`src/rtl/tomasulo_pkg.sv`:
```
// Shared Tomasulo core definitions: default bus widths, CDB broadcast record
// and functional-unit opcodes.
package tomasulo_pkg;

  localparam int TAG_W_DEF  = 2;
  localparam int DATA_W_DEF = 8;
  localparam int SRC_W_DEF  = 2;

  typedef struct packed {
    logic                  valid;
    logic [TAG_W_DEF-1:0]  tag;
    logic [DATA_W_DEF-1:0] data;
    logic [SRC_W_DEF-1:0]  src;
  } cdb_bus_t;

  typedef enum logic [2:0] {
    OP_ADD = 3'd0,
    OP_SUB = 3'd1,
    OP_AND = 3'd2,
    OP_OR  = 3'd3,
    OP_MUL = 3'd4,
    OP_LD  = 3'd5
  } fu_op_e;

endpackage

```
`src/rtl/rr_arbiter.sv`:
```
// One-hot requester arbiter. Rotating-pointer round-robin when
// CDB_ROUND_ROBIN_EN is defined, otherwise fixed lowest-index priority.
module rr_arbiter #(
  parameter int NUM_REQ = 4
) (
`ifdef CDB_ROUND_ROBIN_EN
  input  logic                         clk,
  input  logic                         rst,
`endif
  input  logic [NUM_REQ-1:0]           req,
  input  logic                         en,
  output logic [NUM_REQ-1:0]           gnt,
  output logic [$clog2(NUM_REQ)-1:0]   gnt_idx
);

  localparam int IDX_W = $clog2(NUM_REQ);

  logic             found;
  logic [IDX_W:0]   sum;
  logic [IDX_W-1:0] idx;

`ifdef CDB_ROUND_ROBIN_EN
  logic [IDX_W-1:0] ptr_q, ptr_d;
`endif

  // NOTE: every signal gets a default before the search loop so no latch is inferred.
  always_comb begin
    gnt     = '0;
    gnt_idx = '0;
    found   = 1'b0;
    sum     = '0;
    idx     = '0;
    for (int k = 0; k < NUM_REQ; k++) begin
`ifdef CDB_ROUND_ROBIN_EN
      sum = {1'b0, ptr_q} + (IDX_W+1)'(k);
      if (sum >= (IDX_W+1)'(NUM_REQ)) sum = sum - (IDX_W+1)'(NUM_REQ);
`else
      sum = (IDX_W+1)'(k);
`endif
      idx = sum[IDX_W-1:0];
      if (en && !found && req[idx]) begin
        found    = 1'b1;
        gnt[idx] = 1'b1;
        gnt_idx  = idx;
      end
    end
  end

`ifdef CDB_ROUND_ROBIN_EN
  // Pointer moves just past the winner; idle or suppressed cycles leave it alone.
  always_comb begin
    ptr_d = ptr_q;
    if (found) ptr_d = (gnt_idx == IDX_W'(NUM_REQ-1)) ? '0 : gnt_idx + 1'b1;
  end

  // NOTE: sequential state uses non-blocking assignments to avoid simulation races.
  always_ff @(posedge clk or posedge rst) begin
    if (rst) ptr_q <= '0;
    else     ptr_q <= ptr_d;
  end
`endif

endmodule

```
`src/rtl/cdb_arbiter.sv`:
```
// Common-data-bus arbiter: grants one functional-unit result per cycle and
// broadcasts it on a registered CDB. Round-robin when CDB_ROUND_ROBIN_EN is defined.
module cdb_arbiter
  import tomasulo_pkg::*;
#(
  parameter int NUM_REQ = 4,
  parameter int TAG_W   = TAG_W_DEF,
  parameter int DATA_W  = DATA_W_DEF
) (
  input  logic                        clk,
  input  logic                        rst,
  input  logic [NUM_REQ-1:0]          req_valid,
  input  logic [NUM_REQ*TAG_W-1:0]    req_tag,
  input  logic [NUM_REQ*DATA_W-1:0]   req_data,
  output logic [NUM_REQ-1:0]          req_ready,
  input  logic                        cdb_hold,
  input  logic                        flush,
  output logic                        cdb_valid,
  output logic [TAG_W-1:0]            cdb_tag,
  output logic [DATA_W-1:0]           cdb_data,
  output logic [$clog2(NUM_REQ)-1:0]  cdb_src
);

  localparam int IDX_W = $clog2(NUM_REQ);

  logic               grant_en;
  logic [NUM_REQ-1:0] gnt;
  logic [IDX_W-1:0]   gnt_idx;

  logic               valid_q, valid_d;
  logic [TAG_W-1:0]   tag_q, tag_d;
  logic [DATA_W-1:0]  data_q, data_d;
  logic [IDX_W-1:0]   src_q, src_d;

  // Flush, hold and reset all suppress the grant; the pointer only sees real grants.
  assign grant_en = ~(cdb_hold | flush | rst);

  rr_arbiter #(.NUM_REQ(NUM_REQ)) u_arb (
`ifdef CDB_ROUND_ROBIN_EN
    .clk     (clk),
    .rst     (rst),
`endif
    .req     (req_valid),
    .en      (grant_en),
    .gnt     (gnt),
    .gnt_idx (gnt_idx)
  );

  assign req_ready = gnt;

  // Payload keeps its last value when nothing transfers.
  always_comb begin
    valid_d = |gnt;
    tag_d   = tag_q;
    data_d  = data_q;
    src_d   = src_q;
    for (int i = 0; i < NUM_REQ; i++) begin
      if (gnt[i]) begin
        tag_d  = req_tag[i*TAG_W +: TAG_W];
        data_d = req_data[i*DATA_W +: DATA_W];
      end
    end
    if (valid_d) src_d = gnt_idx;
  end

  always_ff @(posedge clk or posedge rst) begin
    if (rst) begin
      valid_q <= 1'b0;
      tag_q   <= '0;
      data_q  <= '0;
      src_q   <= '0;
    end else begin
      valid_q <= valid_d;
      tag_q   <= tag_d;
      data_q  <= data_d;
      src_q   <= src_d;
    end
  end

  assign cdb_valid = valid_q;
  assign cdb_tag   = tag_q;
  assign cdb_data  = data_q;
  assign cdb_src   = src_q;

endmodule

```
`config.mk`:
```
export PLATFORM = sky130hd
export DESIGN_NAME = cdb_arbiter
export DESIGN_NICKNAME = d
export VERILOG_FILES = /design/src/rtl/tomasulo_pkg.sv /design/src/rtl/rr_arbiter.sv /design/src/rtl/cdb_arbiter.sv
export SDC_FILE = /design/constraint.sdc
export NUM_CORES = 1
export LEC_CHECK = 0
export BUFFER_PORTS_ARGS = -buffer_cell sky130_fd_sc_hd__buf_2
export CAP_MARGIN = 5
export CORE_MARGIN = 2
export CORE_UTILIZATION = 38
export CTS_BUF_LIST = sky130_fd_sc_hd__clkbuf_8 sky130_fd_sc_hd__clkbuf_16
export CTS_CLUSTER_DIAMETER = 60
export DETAILED_ROUTE_END_ITERATION = 6
export PLACE_DENSITY_LB_ADDON = 0.1
export SYNTH_ARGS = -nofsm -noshare
export SYNTH_HDL_FRONTEND = slang
export SYNTH_HIERARCHICAL = 1
export SYNTH_SLANG_ARGS = --single-unit
```
`constraint.sdc`:
```
create_clock -name clk -period 1 [get_ports clk]
set_clock_uncertainty 0.05 [all_clocks]
set_input_delay 0.1 -clock clk [delete_from_list [all_inputs] [get_ports clk]]
set_output_delay 0.1 -clock clk [all_outputs]
set_load 0.02 [all_outputs]
```
==> results of run 1 <==
[worst paths after layout]
| check | start | end | slack [ns] | cells after the start |
|---|---|---|---|---|
| setup / recovery | rst | cdb_data[1] | -0.53 | 9 |
| hold / removal | req_data[30] | cdb_data[6] | 0.11 | 3 |
| setup reg to reg | cdb_src[0] | cdb_src[0] | 0.20 | 1 |
| hold reg to reg | cdb_src[1] | cdb_src[1] | 0.45 | 1 |
| max in group asynchronous | rst | cdb_data[1] | 0.20 | 3 |
| min in group asynchronous | rst | cdb_src[1] | 0.38 | 3 |
[layout by cell type, fill, tap and decap left out, types with 2 or more instances in the layout]
| cell type | instances |
|---|---|
| buf_2 | 57 |
| dfrtp_1 | 13 |
| a21oi_1 | 11 |
| mux2_4 | 10 |
| nor2_1 | 10 |
| buf_6 | 10 |
| a222oi_1 | 9 |
| buf_4 | 9 |
| inv_1 | 3 |
| clkbuf_8 | 3 |
| nor3_4 | 2 |
| mux2_2 | 2 |
| buf_12 | 2 |
[metrics by stage]
step,setup TNS [ns],util [%]
6_report,-6.56,73.0
5_1_grt,-8.02,73.0
2_1_floorplan,-7.64,-
3_3_place_gp,-9.98,65.4
4_1_cts,-7.04,72.6
3_5_place_dp,-10.89,65.4
[worst min-delay path, delay by kind of cell]
family / cells / cell delay [ns]
AOI/OAI and AO/OA: 2 / 0.17
buffers and inverters: 1 / 0.08
[synthesized netlist by cell type (all sizes together)]
library cell / number / area share, %
buf: 5 / 4.5
nor2: 12 / 5.6
nor3b: 1 / 1.6
mux2: 12 / 18
and3b: 1 / 1.1
dfrtp: 13 / 41
a21oi: 11 / 6.9
clkbuf: 1 / 0.47
nand2b: 2 / 1.6
a222oi: 9 / 11
nor2b: 1 / 0.78
inv: 2 / 0.94
nor3: 2 / 1.9
or4: 1 / 0.94
o21a: 1 / 0.94
a221oi: 1 / 1.1
and2: 2 / 1.7
[cell families after synthesis]
group,share of synthesized area (%)
muxes,17.9
DFF,40.8
and+or+nand+nor,15.2
AOI/OAI and AO/OA,20.2
buffers and inverters,5.96
[state kept, by name, indices dropped and copies added, names as in the netlist]
signal     flops
cdb_valid      1
cdb_tag        2
cdb_src        2
cdb_data       8
[area by class of cell]
type / count / area share, %
timing repair buffer: 79 / 36.0
clock inverter: 1 / 0.262
tap: 27 / 2.36
sequential: 13 / 22.7
clock buffer: 3 / 2.88
multi-input combinational: 56 / 35.3
inverter: 2 / 0.524
[timing repair]
item	in CTS	in global routing
buffers inserted	3	2
hold endpoints to repair	13	0
pin swaps	8	10
hold buffers	1	0
resized for setup	16	1
setup endpoints to repair	16	16
[per-layer routing]
metal  vias to the layer above  global-route usage (%)  wire [microns]
met5                         -                       0               0
met4                         0                    5.09               0
met3                         0                    5.76             173
met2                        43                    42.0            1420
met1                       450                    22.6             862
li1                        448                       -               -
[power breakdown]
part	leakage [uW]	switching, uW	internal (uW)
sequential	0.000152	54.7	633
combinational	0.000554	325	291
clock	0.0000269	178	270
==> flow_summary.yaml, run 1 <==
outcome:
  status: "finished with violations"
  violations: "negative setup slack"
detailed_routing:
  vias: 941
  drtPass1Iterations: 5
  drt_iter0_drc: 28
  viasPerCell: 5.20
  drc: 0
  routedWlPerCell_microns: 13.6
  drt_wl_total_mm: 2.46
  ant_nets: 0
timing:
  finalHoldViolations: 0
  final_max_slew_viol_count: 0
  period_share_pct: 153
  whs_ns: 0.106
  worstMarginPinSlew_ns: 0.477
  final-setup-viol-count: 16
  min_period_ns: 1.53
  fin_ws_ns: -0.531
  rsz0062_at_grt: "yes"
  maxSlewHeadroom_pct: 68.2
  fmax_mhz: 653
finish:
  fin_nets: 203
  syn_to_final_growth_pct: 79.5
  finish.instance_area_sq_um: 1430
  drive_above_1_share_pct: 67.5
  final_cells: 181
  multiInputGateArea_sq_um: 505
  ff_latch_area_sq_um: 325
  n_fill_cell: 183
  antenna_cells: 0
worst_hold_path:
  hp-class: "input port to register"
synth:
  syn_nets: 125
  postSynthCellCount: 77
  avgSynthCellArea_sq_um: 10.4
  synth_seq_cells: 13
  yosys_warnings: 6
  synth-seq-area-share_pct: 40.8
  yosys.cell_types.count: 22
  syn_area_sq_um: 798
job:
  maxCapViolCount: 0
placement:
  placed_cell_area_sq_um: 1280
  place_inst: 172
  gp_congestion: 0.783
  place_hpwl_mm: 2.00
  io_buffers: 64
  place_ws_ns: -0.881
cts:
  cts_tree: "built"
  htreeDepth: 1
  clk_pin_slew_ns: 0.05
  numCtsBuffers: 3
  clk_path_buf_depth: 2
  root_buffer: "clkbuf_8"
  clock_latency_ns: 0.24
  cts_sinks: 13
grt:
  grt_pass1_vias: 935
  grt_max_degree: 14
  grt_overflow: 0
  grt_first_pass_wirelength_mm: 4.08
  track_usage_pct: 21.6
  antenna_found_initial: 0
worst_setup_path:
  crit_buf_inv: 3
  startpoint_type: "input port"
  crit_slowest_cell: "mux2_4"
  cp.required_ns: 1.06
  critPathTopFamily: "simple AND/OR/NAND/NOR gates"
  path_class: "input port to register"
  critPathMaxStageDelay_ns: 0.29
  crit_fanout: 10
  crit_chain: "buf_6 -> nor3_4 -> nand2b_4 -> nor2_4 -> buf_12 -> buf_4 -> mux2_4 -> a222oi_1 -> a21oi_1"
  arrival_ns: 1.59
  end_kind: "register"
floorplan:
  die_w_microns: 49.8
  initial_core_util_pct: 40.7
  die_h_microns: 49.8
  ioPinCount: 65
  core_sq_um: 1960
  dieArea_sq_um: 2480
  num_rows: 16
power:
  total_leakage_power_uw: 0.000733
  power_uw: 1750
  power.density_nw_per_um2: 1220
  vdd_ir_drop_max_mv: 1.17
Power figures use the tool's default switching activity.
==> inputs of run 2 (changes only) <==
--- a/config.mk
+++ b/config.mk
@@ -12,6 +12,7 @@
 export CTS_BUF_LIST = sky130_fd_sc_hd__clkbuf_8 sky130_fd_sc_hd__clkbuf_16
 export CTS_CLUSTER_DIAMETER = 60
 export DETAILED_ROUTE_END_ITERATION = 6
+export GPL_TIMING_DRIVEN = 0
 export PLACE_DENSITY_LB_ADDON = 0.1
 export SYNTH_ARGS = -nofsm -noshare
 export SYNTH_HDL_FRONTEND = slang
==> flow_summary.yaml, run 2 (same netlist as run 1, synthesis figures left out) <==
outcome:
  status: "finished with violations"
  violations: "negative setup slack"
grt:
  grt_first_pass_wirelength_mm: 4.19
  track_usage_pct: 23.1
  grt_pass1_vias: 942
  grt_overflow: 0
  grt_max_degree: 14
  antenna_found_initial: 0
power:
  pwr-share-comb_pct: 38.3
  seqPwrFrac_pct: 38.0
  vdd_ir_drop_max_mv: 1.16
  total_leakage_power_uw: 0.000793
  power.density_nw_per_um2: 1160
  switching_share_pct: 33.1
  power_uw: 1880
  p_switching_uw: 622
  clockPowerShare_pct: 23.7
  intPower_uw: 1260
detailed_routing:
  drc: 0
  routedWlPerCell_microns: 16.2
  vias: 1001
  viasPerCell: 5.32
  drt_iter0_drc: 48
  drtPass1Iterations: 4
  drt_wl_total_mm: 3.05
  ant_nets: 0
timing:
  worstMarginPinSlew_ns: 0.475
  period_share_pct: 163
  min_period_ns: 1.63
  fin_ws_ns: -0.634
  rsz0062_at_grt: "yes"
  fmax_mhz: 612
  final-setup-viol-count: 16
  final_max_slew_viol_count: 0
  whs_ns: 0.111
  finalHoldViolations: 0
  maxSlewHeadroom_pct: 68.3
cts:
  clk_path_buf_depth: 2
  clock_latency_ns: 0.24
  clk_pin_slew_ns: 0.05
  numCtsBuffers: 3
  htreeDepth: 1
  cts_tree: "built"
  root_buffer: "clkbuf_8"
  cts_sinks: 13
placement:
  place_ws_ns: -0.913
  gp_congestion: 0.723
  io_buffers: 64
  place_hpwl_mm: 1.82
  place_inst: 168
worst_setup_path:
  cp.required_ns: 1.05
  end_kind: "register"
  crit_fanout: 4
  startpoint_type: "input port"
  arrival_ns: 1.69
  worstRegToRegCells: 1
  path_class: "input port to register"
finish:
  multiInputGateArea_sq_um: 577
  n_fill_cell: 130
  ff_latch_area_sq_um: 325
  syn_to_final_growth_pct: 103
  drive_above_1_share_pct: 75.2
  antenna_cells: 0
  final_util_pct: 82.4
  fin_nets: 210
  final_cell_mix: "55 x buf_2, 14 x buf_6, 13 x dfrtp_1"
  final_common_cell: "buf_2"
  final_cells: 188
  largest_register_ffs: 8
floorplan:
  die_w_microns: 49.8
  num_rows: 16
  ioPinCount: 65
  die_h_microns: 49.8
  initial_core_util_pct: 40.7
  dieArea_sq_um: 2480
  core_sq_um: 1960
worst_hold_path:
  hp-class: "input port to register"
  worstHoldPathCells: 3
job:
  maxCapViolCount: 0
==> run 2: changes by cell type in the layout (fill, tap and decap cells not counted), sizes merged <==
cell and change:
buf +3, nor2 +1, clkbuf +3
==> run 2: critical path, stage by stage <==
cell and delay [ns]:
buf_6 0.10, nor3_4 0.24, nand2b_4 0.09, nor2_4 0.16, clkbuf_16 0.17, mux2_4 0.29
a222oi_1 0.40, a21oi_1 0.14
==> run 2: routing by layer <==
layer / GRT usage [%] / up-vias / routed length (microns)
met3: 6.36 / 9 / 192
met4: 10.6 / 0 / 85
li1: - / 470 / -
met5: 0 / - / 0
met1: 22.4 / 474 / 1040
met2: 44.2 / 48 / 1730
==> run 2: power by group through the flow <==
stage / clock network [uW] / logic, uW / registers, uW
floorplan: 0 / 207 / 829
global route: 488 / 772 / 727
finish: 445 / 719 / 715
global placement: 0 / 582 / 687
detailed placement: 0 / 592 / 693
CTS: 456 / 640 / 687
==> run 2: area by class of cell <==
cell class	count	share of cell area, %
Tap cell	27	2.09
Clock buffer	3	2.55
Inverter	2	0.619
Timing Repair Buffer	81	35.7
Sequential cell	13	20.1
Multi-Input combinational cell	57	35.7
Buffer	4	3.02
Clock inverter	1	0.232
==> run 2: per-stage QoR <==
step	instance area, sq um	TNS, ns
floorplan	878	-7.64
global placement	1230	-10.37
detailed placement	1230	-10.87
CTS	1480	-8.20
finish	1620	-8.29
global route	1620	-8.95
==> run 2: path summary, 6_finish.rpt <==
kind	from	to	slack, ns
max	flush	cdb_data[7]	-0.63
min	req_data[16]	cdb_data[0]	0.11
max reg2reg	cdb_src[0]	cdb_src[0]	0.19
min reg2reg	cdb_src[1]	cdb_src[1]	0.47
max in group asynchronous	rst	cdb_valid	0.20
min in group asynchronous	rst	cdb_src[1]	0.38
==> run 2: timing repair <==
item                                    4_1_cts  5_1_grt
gates resized for setup                      26       23
gates cloned                                  2        2
endpoints found under the setup margin       16       16
hold endpoints to repair                     13        0
hold buffers                                  1        0
pin swaps                                    15        9
buffers inserted                             10        3
==> inputs of run 3 (changes only) <==
--- a/config.mk
+++ b/config.mk
@@ -7,8 +7,11 @@
 export LEC_CHECK = 0
 export BUFFER_PORTS_ARGS = -buffer_cell sky130_fd_sc_hd__buf_2
 export CAP_MARGIN = 5
+export CELL_PAD_IN_SITES_DETAIL_PLACEMENT = 1
+export CELL_PAD_IN_SITES_GLOBAL_PLACEMENT = 1
+export CORE_ASPECT_RATIO = 0.5
 export CORE_MARGIN = 2
-export CORE_UTILIZATION = 38
+export CORE_UTILIZATION = 26
 export CTS_BUF_LIST = sky130_fd_sc_hd__clkbuf_8 sky130_fd_sc_hd__clkbuf_16
 export CTS_CLUSTER_DIAMETER = 60
 export DETAILED_ROUTE_END_ITERATION = 6
==> flow_summary.yaml, run 3 (same netlist as run 1, synthesis figures left out) <==
power:
  switching_share_pct: 32.3
  seqPwrFrac_pct: 38.8
  power.density_nw_per_um2: 1190
  power_uw: 1770
  pwr-share-comb_pct: 35.7
  intPower_uw: 1200
  total_leakage_power_uw: 0.000760
  clockPowerShare_pct: 25.5
  vdd_ir_drop_max_mv: 0.532
  p_switching_uw: 573
floorplan:
  ioPinCount: 65
  die_h_microns: 43.2
  initial_core_util_pct: 27.0
  core_sq_um: 2960
  die_w_microns: 82.4
  dieArea_sq_um: 3560
  num_rows: 14
timing:
  maxSlewHeadroom_pct: 71.7
  rsz0062_at_grt: "yes"
  fin_ws_ns: -0.554
  fmax_mhz: 643
  period_share_pct: 155
  setup_tns_ns: -7.23
  min_period_ns: 1.55
  final-setup-viol-count: 15
  finalHoldViolations: 0
  worstMarginPinSlew_ns: 0.425
  final_max_slew_viol_count: 0
cts:
  clk_path_buf_depth: 2
  clock_latency_ns: 0.24
  cts_sinks: 13
  numCtsBuffers: 3
  htreeDepth: 1
  cts_tree: "built"
  clk_pin_slew_ns: 0.05
  root_buffer: "clkbuf_8"
finish:
  final_common_cell: "buf_2"
  antenna_cells: 0
  final_cell_mix: "59 x buf_2, 13 x dfrtp_1, 11 x a21oi_1, 11 x buf_4"
  final_util_pct: 50.4
  drive_above_1_share_pct: 69.8
  largest_register_ffs: 8
  syn_to_final_growth_pct: 87.0
  fin_nets: 208
  finish.instance_area_sq_um: 1490
outcome:
  violations: "negative setup slack"
  status: "finished with violations"
worst_hold_path:
  hp-start: "req_data[19]"
  hold_path_end: "cdb_data[3]"
  worstHoldPathCells: 3
  hp-class: "input port to register"
worst_setup_path:
  crit_chain: "buf_6 -> nor3_4 -> nand2b_4 -> nor2_4 -> buf_12 -> buf_4 -> mux2_4 -> a222oi_1 -> a21oi_1"
  critPathMaxStageDelay_ns: 0.30
  r2r-end: "cdb_src[0]"
  path_class: "input port to register"
  arrival_ns: 1.61
  r2r_start: "cdb_src[0]"
  startpoint_type: "input port"
  crit_slowest_cell: "a222oi_1"
  worstRegToRegCells: 1
  end_kind: "register"
  r2r_slack_ns: 0.18
  crit_fanout: 10
  cp.required_ns: 1.06
detailed_routing:
  routedWlPerCell_microns: 14.5
  drtPass1Iterations: 5
  drc: 0
  ant_nets: 0
  vias: 951
  drt_wl_total_mm: 2.88
  drt_iter0_drc: 57
  viasPerCell: 4.78
grt:
  grt_pass1_vias: 961
  grt_overflow: 0
  grt_first_pass_wirelength_mm: 4.32
  grt_max_degree: 14
  antenna_found_initial: 0
  track_usage_pct: 16.4
job:
  maxCapViolCount: 0
placement:
  place_ws_ns: -0.863
  place_hpwl_mm: 2.27
  gp_congestion: 0.641
  placed_cell_area_sq_um: 1250
  io_buffers: 64
[run 3: metal layers]
layer	part of all wire (%)	wire (microns)	GRT usage (%)
met1	36	1050	17.9
met5	0	0	0
met2	55	1590	31.9
met4	0	0	1.00
met3	8.4	243	5.32
[run 3: final cells by class]
cell class | instances | area (sq um)
fill | 366 | 1470
sequential | 13 | 325
tap | 40 | 50.0
inverter | 2 | 11.3
clock inverter | 1 | 3.75
multi-input combinational | 56 | 520
timing repair buffer | 79 | 488
buffer | 5 | 52.6
clock buffer | 3 | 41.3
[run 3: power by group through the flow]
stage	Sequential, uW	Combinational, uW	Clock (uW)
floorplan	829	207	0
global placement	690	583	0
detailed placement	700	598	0
CTS	690	627	472
global route	704	692	498
finish	688	634	452
[run 3: per-stage QoR]
step	instances	hold WS, ns
6_report	199	0.116
2_1_floorplan	77	-0.0730
5_1_grt	199	0.133
3_5_place_dp	181	0.137
4_1_cts	189	0.107
3_3_place_gp	181	0.129
[run 3: critical path: cells and delay by family]
| family | cells | cell delay [ns] |
|---|---|---|
| and+or+nand+nor | 3 | 0.46 |
| AOI/OAI and AO/OA | 2 | 0.41 |
| buffers and inverters | 3 | 0.35 |
| muxes | 1 | 0.29 |
[run 3: worst max path at each step]
stage           from          end  slack (ns)  cells past startpoint
6_report       flush  cdb_data[3]       -0.55                      9
5_1_grt        flush  cdb_data[4]       -0.67                      8
4_1_cts          rst  cdb_data[2]       -0.57                      8
3_5_place_dp     rst  cdb_data[4]       -0.86                      8
3_3_place_gp     rst  cdb_data[1]       -0.81                      8
2_1_floorplan    rst  cdb_data[0]       -0.62                      7
[run 3: repair_timing]
action                                 4_1_cts  5_1_grt
pin swaps                                    4        9
setup endpoints to repair                   16       29
setup buffers                                2       11
cloned                                       1        0
hold buffers                                 1        0
endpoints found under the hold margin       13        0
resized for setup                           16       12
